==> config.mk <==
export PLATFORM = sky130hd
export DESIGN_NAME = disp_scan_mux
export DESIGN_NICKNAME = d
export VERILOG_FILES = /design/src/rtl/disp_pkg.sv /design/src/rtl/disp_prescaler.sv /design/src/rtl/disp_scan_mux.sv
export SDC_FILE = /design/constraint.sdc
export NUM_CORES = 1
export LEC_CHECK = 0
export CAP_MARGIN = 10
export CORE_ASPECT_RATIO = 1.2
export CORE_UTILIZATION = 52
export DETAILED_ROUTE_END_ITERATION = 6
export PLACE_DENSITY = 0.89
export SYNTH_ARGS = -nofsm -noshare
export SYNTH_HDL_FRONTEND = slang
export SYNTH_HIERARCHICAL = 1
export SYNTH_SLANG_ARGS = --single-unit
==> constraint.sdc <==
create_clock -name clk -period 4.44 [get_ports clk]
set_input_delay 0.666 -clock clk [delete_from_list [all_inputs] [get_ports clk]]
set_output_delay 0.666 -clock clk [all_outputs]
set_load 0.005 [all_outputs]
==> src/rtl/disp_pkg.sv <==
// Shared types, op encodings and mode decode for the 7-seg scan multiplexer.
package disp_pkg;

  typedef enum logic [1:0] {
    MODE_OPERANDS,
    MODE_RESULT,
    MODE_BLANK
  } disp_mode_e;

  localparam logic [3:0] OP_RES0 = 4'b1000;
  localparam logic [3:0] OP_RES1 = 4'b0100;
  localparam logic [3:0] OP_BLK0 = 4'b0010;
  localparam logic [3:0] OP_BLK1 = 4'b0001;

  // Anything that is not one of the four recognised codes (zero, multi-hot) shows the operands.
  function automatic disp_mode_e decode_mode(input logic [3:0] op);
    case (op)
      OP_RES0, OP_RES1: return MODE_RESULT;
      OP_BLK0, OP_BLK1: return MODE_BLANK;
      default:          return MODE_OPERANDS;
    endcase
  endfunction

endpackage

==> src/rtl/disp_prescaler.sv <==
// Modulo-REFRESH_DIV counter; slot_tick is high during the terminal count cycle.
module disp_prescaler
  import disp_pkg::*;
#(
  parameter int REFRESH_DIV = 100000
) (
  input  logic clk,
  input  logic reset_n,
  output logic slot_tick
);

  localparam int CW = (REFRESH_DIV > 1) ? $clog2(REFRESH_DIV) : 1;

  generate
    if (REFRESH_DIV < 2) begin : g_bad_div
      $fatal(1, "disp_prescaler: REFRESH_DIV must be >= 2");
    end
  endgenerate

  logic [CW-1:0] cnt_reg;

  assign slot_tick = (cnt_reg == CW'(REFRESH_DIV - 1));

  always_ff @(posedge clk or negedge reset_n) begin
    if (!reset_n) begin
      cnt_reg <= '0;
    end else if (slot_tick) begin
      cnt_reg <= '0;
    end else begin
      cnt_reg <= cnt_reg + 1'b1;
    end
  end

endmodule

==> src/rtl/disp_scan_mux.sv <==
// Time-multiplexed 7-seg scanner with once-per-frame input snapshot.
// Optional build macro LEADING_ZERO_BLANK_EN darkens leading zero nibbles of each field.
module disp_scan_mux
  import disp_pkg::*;
#(
  parameter int N_DIGITS    = 8,
  parameter int DATA_W      = 8,
  parameter int REFRESH_DIV = 100000
) (
  input  logic                        clk,
  input  logic                        reset_n,
  input  logic [3:0]                  op,
  input  logic [DATA_W-1:0]           A,
  input  logic [DATA_W-1:0]           B,
  input  logic [DATA_W-1:0]           res,
  output logic [N_DIGITS-1:0]         anodo,
  output logic [3:0]                  digit,
  output logic [$clog2(N_DIGITS)-1:0] dig_idx,
  output logic                        frame_tick
);

  localparam int NF    = DATA_W / 4;
  localparam int IDX_W = $clog2(N_DIGITS);

`ifdef LEADING_ZERO_BLANK_EN
  localparam bit LZB = 1'b1;
`else
  localparam bit LZB = 1'b0;
`endif

  generate
    if (N_DIGITS < DATA_W / 2 || DATA_W % 4 != 0) begin : g_bad_params
      $fatal(1, "disp_scan_mux: need DATA_W%%4==0 and N_DIGITS >= DATA_W/2");
    end
  endgenerate

  logic slot_tick;
  logic frame_edge;

  disp_prescaler #(
    .REFRESH_DIV(REFRESH_DIV)
  ) u_prescaler (
    .clk      (clk),
    .reset_n  (reset_n),
    .slot_tick(slot_tick)
  );

  logic [IDX_W-1:0]    dig_idx_reg, dig_idx_next;
  logic [3:0]          shadow_op_reg, shadow_op_next;
  logic [DATA_W-1:0]   shadow_a_reg, shadow_a_next;
  logic [DATA_W-1:0]   shadow_b_reg, shadow_b_next;
  logic [DATA_W-1:0]   shadow_res_reg, shadow_res_next;
  logic [N_DIGITS-1:0] anodo_reg, anodo_next;
  logic [3:0]          digit_reg, digit_next;
  logic                frame_tick_reg;
  disp_mode_e          mode;

  logic [N_DIGITS-1:0]      slot_lit;
  logic [N_DIGITS-1:0][3:0] slot_nib;

  assign frame_edge = slot_tick && (dig_idx_reg == IDX_W'(N_DIGITS - 1));

  always_comb begin
    dig_idx_next    = dig_idx_reg;
    shadow_op_next  = shadow_op_reg;
    shadow_a_next   = shadow_a_reg;
    shadow_b_next   = shadow_b_reg;
    shadow_res_next = shadow_res_reg;
    if (slot_tick) begin
      dig_idx_next = frame_edge ? '0 : dig_idx_reg + 1'b1;
    end
    if (frame_edge) begin
      shadow_op_next  = op;
      shadow_a_next   = A;
      shadow_b_next   = B;
      shadow_res_next = res;
    end
  end

  // Outputs are computed from the post-edge index and snapshot so slot 0 of a new frame shows new data.
  assign mode = decode_mode(shadow_op_next);

  generate
    for (genvar gi = 0; gi < N_DIGITS; gi++) begin : g_slot
      if (gi < NF) begin : g_low
        logic a_show, r_show;
        assign a_show = !LZB || (gi == 0) || (|shadow_a_next[DATA_W-1:4*gi]);
        assign r_show = !LZB || (gi == 0) || (|shadow_res_next[DATA_W-1:4*gi]);
        assign slot_nib[gi] = (mode == MODE_RESULT) ? shadow_res_next[4*gi+:4]
                                                    : shadow_a_next[4*gi+:4];
        assign slot_lit[gi] = (mode == MODE_RESULT)   ? r_show :
                              (mode == MODE_OPERANDS) ? a_show : 1'b0;
      end else if (gi < 2 * NF) begin : g_high
        logic b_show;
        assign b_show = !LZB || (gi == NF) || (|shadow_b_next[DATA_W-1:4*(gi-NF)]);
        assign slot_nib[gi] = shadow_b_next[4*(gi-NF)+:4];
        assign slot_lit[gi] = (mode == MODE_OPERANDS) && b_show;
      end else begin : g_dark
        assign slot_nib[gi] = 4'h0;
        assign slot_lit[gi] = 1'b0;
      end
    end
  endgenerate

  always_comb begin
    anodo_next = '1;
    digit_next = 4'h0;
    if (slot_lit[dig_idx_next]) begin
      anodo_next = ~(N_DIGITS'(1) << dig_idx_next);
      digit_next = slot_nib[dig_idx_next];
    end
  end

  always_ff @(posedge clk or negedge reset_n) begin
    if (!reset_n) begin
      dig_idx_reg    <= '0;
      shadow_op_reg  <= '0;
      shadow_a_reg   <= '0;
      shadow_b_reg   <= '0;
      shadow_res_reg <= '0;
      anodo_reg      <= '1;
      digit_reg      <= 4'h0;
      frame_tick_reg <= 1'b0;
    end else begin
      dig_idx_reg    <= dig_idx_next;
      shadow_op_reg  <= shadow_op_next;
      shadow_a_reg   <= shadow_a_next;
      shadow_b_reg   <= shadow_b_next;
      shadow_res_reg <= shadow_res_next;
      anodo_reg      <= anodo_next;
      digit_reg      <= digit_next;
      frame_tick_reg <= frame_edge;
    end
  end

  assign anodo      = anodo_reg;
  assign digit      = digit_reg;
  assign dig_idx    = dig_idx_reg;
  assign frame_tick = frame_tick_reg;

endmodule

==> results of run 1 <==
path summary, 6_finish.rpt:
kind,start,to,slack (ns),cells after the start
worst min-delay path,reset_n,u_prescaler/cnt_reg[8],0.48,2
worst max-delay path,u_prescaler/cnt_reg[11],digit[3],0.80,10
max in group asynchronous,reset_n,shadow_res_reg[5],3.48,2
min in group clk,u_prescaler/cnt_reg[0],u_prescaler/cnt_reg[0],0.49,1
worst min register to register,u_prescaler/cnt_reg[0],u_prescaler/cnt_reg[0],0.49,1
worst max register to register,u_prescaler/cnt_reg[11],digit[3],0.80,10
kinds of logic after synthesis:
group	after synthesis	share of synthesized area, %
and+or+nand+nor	61	12.1
AOI/OAI and AO/OA	19	6.17
adders and majority gates	3	1.38
muxes	36	14.6
other	1	0.138
DFF	61	56.6
buffers and inverters	19	3.27
xor gates and xnor gates	18	5.80
synth_stat cells (2+ instances only):
cell type,number,share of area [%]
nand2_1,11,1.5
inv_1,13,1.8
nand3_1,5,0.92
and4_1,2,0.64
nand4_1,4,0.92
nor2_1,17,2.3
dfstp_2,8,7.7
buf_6,2,0.83
mux2i_1,8,2.9
a221o_1,4,1.5
or4_1,4,1.1
mux2_2,28,12
nand2b_1,5,1.2
dfrtp_1,53,49
buf_2,2,0.37
a22oi_1,2,0.55
o22ai_1,5,1.2
nor3_1,5,0.92
xnor2_1,11,3.5
xor2_1,7,2.3
ha_1,3,1.4
o21ai_0,2,0.37
metal layers:
metal	part of all wire [%]	vias up	wire (um)
li1	-	870	-
met1	44	901	2360
met2	50	40	2690
met3	3.8	10	203
met4	2.1	0	111
met5	0	-	0
power by group through the flow:
| stage | Combinational [mW] | Clock [mW] | Sequential [mW] |
|---|---|---|---|
| after detailed placement | 0.0630 | 0 | 0.578 |
| final | 0.0626 | 0.479 | 0.568 |
| after global placement | 0.0621 | 0 | 0.577 |
| after floorplan | 0.0168 | 0 | 0.578 |
| after global routing | 0.0679 | 0.508 | 0.568 |
| after CTS | 0.0638 | 0.484 | 0.568 |
worst max-delay path, cell delays in order, from the launching register on:
cell,delay [ns]
dfrtp_1,0.43
or4_1,0.54
or4_4,0.44
nor4_4,0.13
buf_4,0.27
nand2_2,0.27
inv_2,0.41
mux2_2,0.40
mux2_2,0.27
o22ai_1,0.25
nor2_1,0.10
stage by stage:
stage / power, mW / instance area, um2 / util (%) / worst slack (ns)
detailed placement: 0.641 / 3230 / 64.9 / 0.891
global placement: 0.640 / 3230 / 64.9 / 0.985
floorplan: 0.594 / 2730 / - / 1.35
finish: 1.11 / 3420 / 68.7 / 0.804
global route: 1.14 / 3420 / 68.7 / 0.651
CTS: 1.12 / 3420 / 68.7 / 0.796
area by class of cell:
| type | count | area (um2) | area share [%] |
|---|---|---|---|
| clock buffers | 12 | 145 | 4.24 |
| clock inverters | 4 | 47.5 | 1.39 |
| inverters | 14 | 52.6 | 1.54 |
| multi-input cells | 141 | 1100 | 32.2 |
| flip-flops and latches | 61 | 1540 | 44.9 |
| well taps | 60 | 75.1 | 2.20 |
| repair buffers | 47 | 460 | 13.5 |
==> summary.md, run 1 <==
| Metric | Value |
|---|---|
| Combinational Power Share | roughly 5.6% |
| Met3 Use GR | 5.06% |
| Synth async-reset ratio | between 90% and 100% |
| CTS sink count | approximately 60 |
| Sw frac | about a fifth |
| Drt pass-1 iters | 4 |
| Initial Util | a little over half |
| DIE AREA | about 5500 um2 |
| Reg clk slew, reported paths | roughly 0.070 ns |
| Pwr dens | about 320 nW/um2 |
| Grt peak-use layer | met2 |
| Crit. End Element | flip-flop |
| Root buf cell | clkbuf_8 |
| Worst slew pin tran | approximately 0.73 ns |
| Worst-Skew Late Latency | about 0.33 ns |
| Met1 Use GR | between 20% and 30% |
| Avg Synthesized Cell Area | between 10 and 15 um2 |
| #FFs+latches synth | between 60 and 70 |
| P_int | ~0.87 mW |
| Clock power frac | between 40% and 50% |
| Max Fclk | 0.275 GHz |
| WHS | about 0.48 ns |
| Most frequent cells in the layout | dfrtp_1 (53), clkdlybuf4s50_1 (44), mux2_2 (28) |
| GP Congestion | 0.823 |
| Maximum vdd drop | about 0.21 mV |
| DRT iter0 DRCs | 87 |
| Part of the power in registers | about half |
| Setup Skew | between 0.005 and 0.006 ns |
| CTS tree | done |
| Seq/Total Area, Yosys | approximately 57% |
| Post-layout minimum cycle time | about 3.6 ns |
| Final TNS setup | 0 ns |
| Vias in the first global route | between 1500 and 2000 |
| Synth warn | 6 |
| Area grow syn2layout | 25.9% |
| Cell Rows | 28 |
| Max reg flops | 17 |
| Commonest non-fill, non-tap cell in the layout | dfrtp_1 |
| Synthesized cell area | ~2700 um2 |
| Net switching power figure | around 0.24 mW |
| Top_reg_cell synth | dfrtp_1 |
| CP Class | reg2reg |
| Run status | finished clean |
| # fillers | between 300 and 400 |
| First-pass GRT wire length | between 8000 and 9000 um |
| Dpl hpwl | 3670 um |
| Placed Cells | approximately 320 |
| Arrival time worst endpoint | ~3.8 ns |
| Gr usage total | 21.8% |
| Diodes inserted | 0 |
| Post-CTS Resized | 0 |
| Final wirelength | between 5000 and 6000 um |
| Core area | ~5000 um2 |
| Relative slew slack | 51.2% |
| Hold Vio Cnt, Final | 0 |
| Unrepaired setup endpoints after global routing | false |
| I/O pin count | 46 |
| Detail Route Antenna Nets | 0 |
| Post-synth EDFFs | 0 |
| Fraction of layout cells with a size suffix above 1 | between 20% and 30% |
| MaxCap Viol Count | 0 |
| Final Max Slew Viols | 0 |
| DIE WIDTH | a little under 70 um |
| Synth Instances | approximately 220 |
| H-tree depth | 3 |
| Die H | just over 80 um |
| Met2 GRT Util | 34.4% |
| PortBufs | between 40 and 50 |
| Wire per inst | 15.8 um |
| DR vias | 1821 |
| Post-CTS setup repair buffer count | 0 |
| Critical path fanouts, max | 21 |
| Final period util | between 80 and 90% |
| CTS buffer count | 9 |
| Post-DR vias/cell | about 5.4 |
| Final Non-Filler Cells | roughly 340 |
| Largest net degree at the start of global routing | between 60 and 70 |
| Crit path launch type | flip-flop |
| Clock Tree Buf Depth | 2 |
| Total congestion overflow | 0 |
| CP required | approximately 4.7 ns |
| Nets | 307 |
| Min-Delay Path Class | in2async |
| Setup violators final | 0 |
| Number of antenna violations at the first check in global routing | 0 |
| Cell variety after synth | 39 |
| LEAKAGE | 1.61 nW |
| DRC viols | 0 |
| # hold bufs at CTS | 0 |
Power figures use the tool's default switching activity.
==> run 2: changes to the inputs <==
--- a/config.mk
+++ b/config.mk
@@ -7,9 +7,9 @@
 export LEC_CHECK = 0
 export CAP_MARGIN = 10
 export CORE_ASPECT_RATIO = 1.2
-export CORE_UTILIZATION = 52
+export CORE_UTILIZATION = 47
 export DETAILED_ROUTE_END_ITERATION = 6
-export PLACE_DENSITY = 0.89
+export PLACE_DENSITY = 0.86
 export SYNTH_ARGS = -nofsm -noshare
 export SYNTH_HDL_FRONTEND = slang
 export SYNTH_HIERARCHICAL = 1
==> constraint.sdc (replaced) <==
create_clock -name clk -period 3 [get_ports clk]
set_input_delay 0.45 -clock clk [delete_from_list [all_inputs] [get_ports clk]]
set_output_delay 0.45 -clock clk [all_outputs]
set_load 0.005 [all_outputs]
==> run 2 against run 1 <==
The run now ends with design-rule violations left. Sequential share of layout area down 2.6 points. Global-route usage barely moved. Core utilization is 2.0 points lower. Sequential power increased by 48%. Via count increased by 7.4%. Worst setup slack worse by 0.70 ns. First-iteration DRC count grew 2.3%. Highest routed layer unchanged.
==> summary.md, run 2 (synthesis gave the netlist of run 1 again) <==
| Metric | Value |
|---|---|
| Run status | complete, but fails checks |
| Failing checks | design-rule violations |
| Unrepaired setup endpoints after global routing | false |
| Initial Util | 49.9% (-4.7 points) |
| Max reg flops | 17 (unchanged) |
| Number of antenna violations at the first check in global routing | 0 (unchanged) |
| CTS tree | done |
| PortBufs | 45 (unchanged) |
| Setup Skew | 0.0113 ns (+0.00567 ns) |
| Total congestion overflow | 0 (unchanged) |
| WHS | 0.299 ns (-0.176 ns) |
| Crit. End Element | flip-flop |
| First-pass GRT wire length | 9910 um (+16%) |
| CTS buffer count | 9 (unchanged) |
| Worst path top cell family by delay | simple AND/OR/NAND/NOR gates |
| Nets | 324 (+5.5%) |
| Worst slew pin tran | 1.04 ns (+0.307 ns) |
| Gr usage total | 21.9% (+0.044 points) |
| Wire per inst | 16.6 um (+4.7%) |
| Drt pass-1 iters | 6 (+2) |
| Crit path launch type | flip-flop |
| Clock Tree Buf Depth | 2 (unchanged) |
| DRT iter0 DRCs | 89 (+2.3%) |
| Final wirelength | 5930 um (+11%) |
| Hold Vio Cnt, Final | 0 (unchanged) |
| Final TNS setup | 0 ns (unchanged) |
| DIE AREA | 6090 um2 (+10%) |
| Root buf cell | clkbuf_8 |
| Fraction of layout cells with a size suffix above 1 | 28.0% (+6.9 points) |
| Pwr dens | 467 nW/um2 (+44%) |
| Max Fclk | 0.346 GHz (+26%) |
| Power Total | 1.69 mW (+53%) |
| Maximum vdd drop | 0.649 mV (+210%) |
| CP max stage cell | or4_1 |
| Setup violators final | 0 (unchanged) |
| DR vias | 1956 (+7.4%) |
| Dpl hpwl | 4100 um (+12%) |
| Relative slew slack | 30.7% (-20 points) |
| DP Area | 3350 um2 (+3.7%) |
| CP dominant cell by count | mux2_2 |
| Sum of buffers and inverters on the critical path | 2 (unchanged) |
| Finished Core Util | 66.7% (-2.0 points) |
| # hold bufs at CTS | 0 (unchanged) |
| GP Congestion | 0.834 (+1.3%) |
| CP required | 3.22 ns (-1.43 ns) |
| Post-layout minimum cycle time | 2.89 ns (-0.742 ns) |
| H-tree depth | 3 (unchanged) |
| Largest net degree at the start of global routing | 50 (-19%) |
| CP Class | reg2reg |
| Detail Route Antenna Nets | 0 (unchanged) |
| Vias in the first global route | 2131 (+13%) |
| MaxCap Viol Count | 0 (unchanged) |
| Worst-path cell chain | or4_1 > or4_4 > nor4_4 > nand2_2 > inv_4 > buf_12 > mux2_2 > mux2_2 > o22ai_2 > nor2_1 |
| Arrival time worst endpoint | 3.12 ns (-0.72 ns) |
| DRC viols | 3 (+3) |
| Critical path fanouts, max | 10 (-52%) |
| Final Max Slew Viols | 0 (unchanged) |
| Commonest non-fill, non-tap cell in the layout | dfrtp_1 |
| Final instance area | 3630 um2 (+6.2%) |
| I/O pin count | 46 (unchanged) |
| CTS sink count | 61 (unchanged) |
| Min-Delay Path Class | in2async |
| Core area | 5440 um2 (+9.4%) |
| Cell Rows | 29 (+3.6%) |
| Worst-Skew Late Latency | 0.34 ns (about the same) |
| Area grow syn2layout | 33.7% |
| DIE WIDTH | 71.4 um (+5.0%) |
| LEAKAGE | 1.72 nW (+6.8%) |
| # fillers | 403 (+15%) |
| Die H | 85.3 um (+5.1%) |
| Most frequent cells in the layout | dfrtp_1 (53), clkdlybuf4s50_1 (44), mux2_2 (28) |
| Reg clk slew, reported paths | 0.06 ns (about the same) |
| Post-DR vias/cell | 5.46 (+1.7%) |
| Crit path largest cell delay | 0.51 ns (-0.03 ns) |
| Final period util | 96.5% (+15 points) |
| Diodes inserted | 0 (unchanged) |
==> run 2: layout make-up <==
type                       count  area [um2]  share of cell area [%]
tap                           62        77.6                    2.14
clock buffer                  13         169                    4.65
clock inverter                 3        43.8                    1.21
inverter                      14        55.1                    1.52
sequential                    61        1540                    42.3
timing repair buffer          64         604                    16.6
multi-input combinational    141        1150                    31.6
==> run 2: routing by layer <==
layer	vias up	track usage, %	routed length (um)
met1	983	25.8	2460
met2	53	36.5	3100
li1	908	-	-
met5	-	0	0
met3	12	4.51	227
met4	0	13.3	139
==> run 2: what timing repair did <==
action,in CTS,in global routing
gates resized for setup,4,5
setup buffers,3,1
pin swaps,2,2
endpoints found under the setup margin,2,4
==> run 2: worst register-to-register path: stages, from the launching register on <==
cell     delay (ns)
dfrtp_1        0.38
or4_1          0.51
or4_4          0.45
nor4_4         0.24
nand2_2        0.14
inv_4          0.10
buf_12         0.13
mux2_2         0.35
mux2_2         0.27
o22ai_2        0.16
nor2_1         0.07
==> run 2: final timing paths <==
path | startpoint | to | slack [ns] | cells after the start
hold reg to reg | u_prescaler/cnt_reg[0] | u_prescaler/cnt_reg[0] | 0.49 | 1
setup reg to reg | u_prescaler/cnt_reg[12] | digit[3] | 0.11 | 10
hold / removal | reset_n | u_prescaler/cnt_reg[2] | 0.30 | 1
setup / recovery | u_prescaler/cnt_reg[12] | digit[3] | 0.11 | 10
max in group asynchronous | reset_n | shadow_a_reg[7] | 2.00 | 2
min in group clk | u_prescaler/cnt_reg[0] | u_prescaler/cnt_reg[0] | 0.49 | 1
==> run 2: power by group <==
part | internal [mW] | switching (mW) | leakage (nW)
Clock | 0.452 | 0.301 | 0.110
Sequential | 0.836 | 0.00437 | 0.785
Combinational | 0.0584 | 0.0431 | 0.827
==> run 2: metrics by stage <==
step | setup WS [ns] | cells
floorplan | -0.0946 | 221
global placement | 0.173 | 339
detailed placement | 0.0383 | 339
CTS | 0.00387 | 358
global route | 0.0117 | 358
finish | 0.106 | 358
==> run 3: changes to the inputs <==
--- a/config.mk
+++ b/config.mk
@@ -9,6 +9,7 @@
 export CORE_ASPECT_RATIO = 1.2
 export CORE_UTILIZATION = 47
 export DETAILED_ROUTE_END_ITERATION = 6
+export MAX_ROUTING_LAYER = met4
 export PLACE_DENSITY = 0.86
 export SYNTH_ARGS = -nofsm -noshare
 export SYNTH_HDL_FRONTEND = slang
==> run 3 against run 2 <==
The run still ends with design-rule violations left. Clock power is essentially flat. Sequential cell count stayed put. Via count increased by 0.56%. Design area is the same. Global-route usage up 0.75 points.
==> summary.md, run 3 (synthesis gave the netlist of run 1 again) <==
| Metric | Value |
|---|---|
| Power Total | 1.70 mW (about the same) |
| CP Class | reg2reg |
| Most frequent cells in the layout | dfrtp_1 (53), clkdlybuf4s50_1 (44), mux2_2 (28) |
| Setup violators final | 0 (unchanged) |
| Diodes inserted | 0 (unchanged) |
| Pwr dens | 467 nW/um2 (about the same) |
| Worst slew pin tran | 1.04 ns (+0.000819 ns) |
| Initial Util | 49.9% (unchanged) |
| Reg clk slew, reported paths | 0.06 ns (about the same) |
| Final period util | 96.5% (about the same) |
| Worst setup path startpoint | u_prescaler/cnt_reg[12] |
| Die H | 85.3 um (unchanged) |
| R2r worst-path depth | 10 (unchanged) |
| Worst r2r dst | digit[3] |
| Flop-to-flop setup slack | 0.11 ns (about the same) |
| Setup Skew | 0.0123 ns (+0.00103 ns) |
| Pre-CTS setup slack | 0.0383 ns (unchanged) |
| Register area | 1540 um2 (unchanged) |
| # hold bufs at CTS | 0 (unchanged) |
| Post-layout minimum cycle time | 2.89 ns (+0.000283 ns) |
| Post-DR vias/cell | 5.49 (+0.56%) |
| Number of antenna violations at the first check in global routing | 0 (unchanged) |
| CTS buffer count | 9 (unchanged) |
| CP required | 3.22 ns (about the same) |
| Critical path fanouts, max | 10 (unchanged) |
| Fraction of layout cells with a size suffix above 1 | 28.0% (unchanged) |
| RR Startpoint | u_prescaler/cnt_reg[12] |
| Wire per inst | 16.6 um (+0.15%) |
| Crit. End Element | flip-flop |
| DIE WIDTH | 71.4 um (unchanged) |
| Nets | 324 (unchanged) |
| Final WS setup | 0.106 ns (-0.000283 ns) |
| MaxCap Viol Count | 0 (unchanged) |
| PortBufs | 45 (unchanged) |
| Worst-Skew Late Latency | 0.34 ns (about the same) |
| Net switching power figure | 0.350 mW (+0.42%) |
| Worst Setup EP | digit[3] |
| Drt pass-1 iters | 6 (unchanged) |
| Core area | 5440 um2 (unchanged) |
| Final Max Slew Viols | 0 (unchanged) |
| Sw frac | 20.6% (+0.069 points) |
| LEAKAGE | 1.72 nW (unchanged) |
| Part of the power in registers | 49.6% (about the same) |
| H-tree depth | 3 (unchanged) |
| Unrepaired setup endpoints after global routing | false |
| Maximum vdd drop | 0.651 mV (+0.24%) |
| Arrival time worst endpoint | 3.12 ns (about the same) |
| GP Congestion | 0.847 (+1.5%) |
| Final instance area | 3630 um2 (unchanged) |
| DP Area | 3350 um2 (unchanged) |
| Area of the multi-input gates | 1150 um2 (unchanged) |
| CTS sink count | 61 (unchanged) |
| WHS | 0.298 ns (-0.00141 ns) |
| Largest net degree at the start of global routing | 50 (unchanged) |
| DRT iter0 DRCs | 94 (+5.6%) |
| Total congestion overflow | 0 (unchanged) |
| Combinational Power Share | 6.0% (about the same) |
| Crit path launch type | flip-flop |
| Hold Vio Cnt, Final | 0 (unchanged) |
| Run status | complete, but fails checks |
| Vias in the first global route | 2138 (+0.33%) |
| Min-Delay Path Class | in2async |
| Detail Route Antenna Nets | 0 (unchanged) |
| Max Fclk | 0.346 GHz (about the same) |
| Gr usage total | 22.6% (+0.75 points) |
| First-pass GRT wire length | 9940 um (+0.28%) |
| # fillers | 403 (unchanged) |
| CTS tree | done |
| Dpl hpwl | 4100 um (unchanged) |
| Area grow syn2layout | 33.7% (unchanged) |
| Commonest non-fill, non-tap cell in the layout | dfrtp_1 |
| Relative slew slack | 30.6% (-0.055 points) |
| Clock Tree Buf Depth | 2 (unchanged) |
| Cell Rows | 29 (unchanged) |
| Root buf cell | clkbuf_8 |
| Failing checks | design-rule violations |
| Clock power frac | 44.5% (about the same) |
| Final wirelength | 5940 um (+0.15%) |
| DR vias | 1967 (+0.56%) |
| P_int | 1.35 mW (about the same) |
| DIE AREA | 6090 um2 (unchanged) |
| Max reg flops | 17 (unchanged) |
| DRC viols | 3 (unchanged) |
| I/O pin count | 46 (unchanged) |
==> run 3: cell counts in the layout (fill, tap and decap cells not counted) <==
No cell type changed its count.
==> run 3: final cells by class <==
cell class / instances / share of cell area, %
clock buffer: 13 / 4.65
tap: 62 / 2.14
sequential: 61 / 42.3
multi-input combinational: 141 / 31.6
inverter: 14 / 1.52
clock inverter: 3 / 1.21
timing repair buffer: 64 / 16.6
==> run 3: metal layers <==
| layer | part of all wire, % | wire length [um] | track usage [%] |
|---|---|---|---|
| met1 | 41 | 2430 | 26.0 |
| met2 | 52 | 3110 | 36.5 |
| met3 | 4.9 | 289 | 6.77 |
| met4 | 1.9 | 113 | 10.0 |
| met5 | 0 | 0 | - |
==> run 3: how the worst min path moves through the flow <==
stage | from | endpoint | depth (start not counted)
floorplan | reset_n | dig_idx[0] | 0
global placement | shadow_b_reg[7] | shadow_b_reg[7] | 2
detailed placement | shadow_b_reg[4] | shadow_b_reg[4] | 2
CTS | reset_n | u_prescaler/cnt_reg[2] | 1
global route | reset_n | u_prescaler/cnt_reg[2] | 1
finish | reset_n | u_prescaler/cnt_reg[2] | 1
==> run 3: timing repair <==
item                       in CTS  in global routing
hold endpoints to repair        0                  0
setup buffers                   3                  1
resized for setup               4                  5
setup endpoints to repair       2                  4
pin swaps                       2                  2
==> run 3: metrics by stage <==
| step | TNS, ns | cells | util (%) |
|---|---|---|---|
| after floorplan | -0.378 | 221 | - |
| after global placement | 0 | 339 | 61.5 |
| after detailed placement | 0 | 339 | 61.5 |
| after CTS | 0 | 358 | 66.2 |
| after global routing | 0 | 358 | 66.7 |
| final | 0 | 358 | 66.7 |
==> run 3: power groups by stage <==
| stage | logic [mW] | clock network (mW) | registers, mW |
|---|---|---|---|
| 5_1_grt | 0.111 | 0.814 | 0.841 |
| 3_3_place_gp | 0.0962 | 0 | 0.855 |
| 3_5_place_dp | 0.0976 | 0 | 0.855 |
| 6_report | 0.101 | 0.754 | 0.840 |
| 4_1_cts | 0.102 | 0.771 | 0.840 |
| 2_1_floorplan | 0.0249 | 0 | 0.855 |
==> run 3: critical path, cell delays in order, from the launching register on <==
cell and delay, ns:
dfrtp_1 0.38, or4_1 0.51, or4_4 0.45, nor4_4 0.23, nand2_2 0.14, inv_4 0.10
buf_12 0.13, mux2_2 0.35, mux2_2 0.27, o22ai_2 0.16, nor2_1 0.07
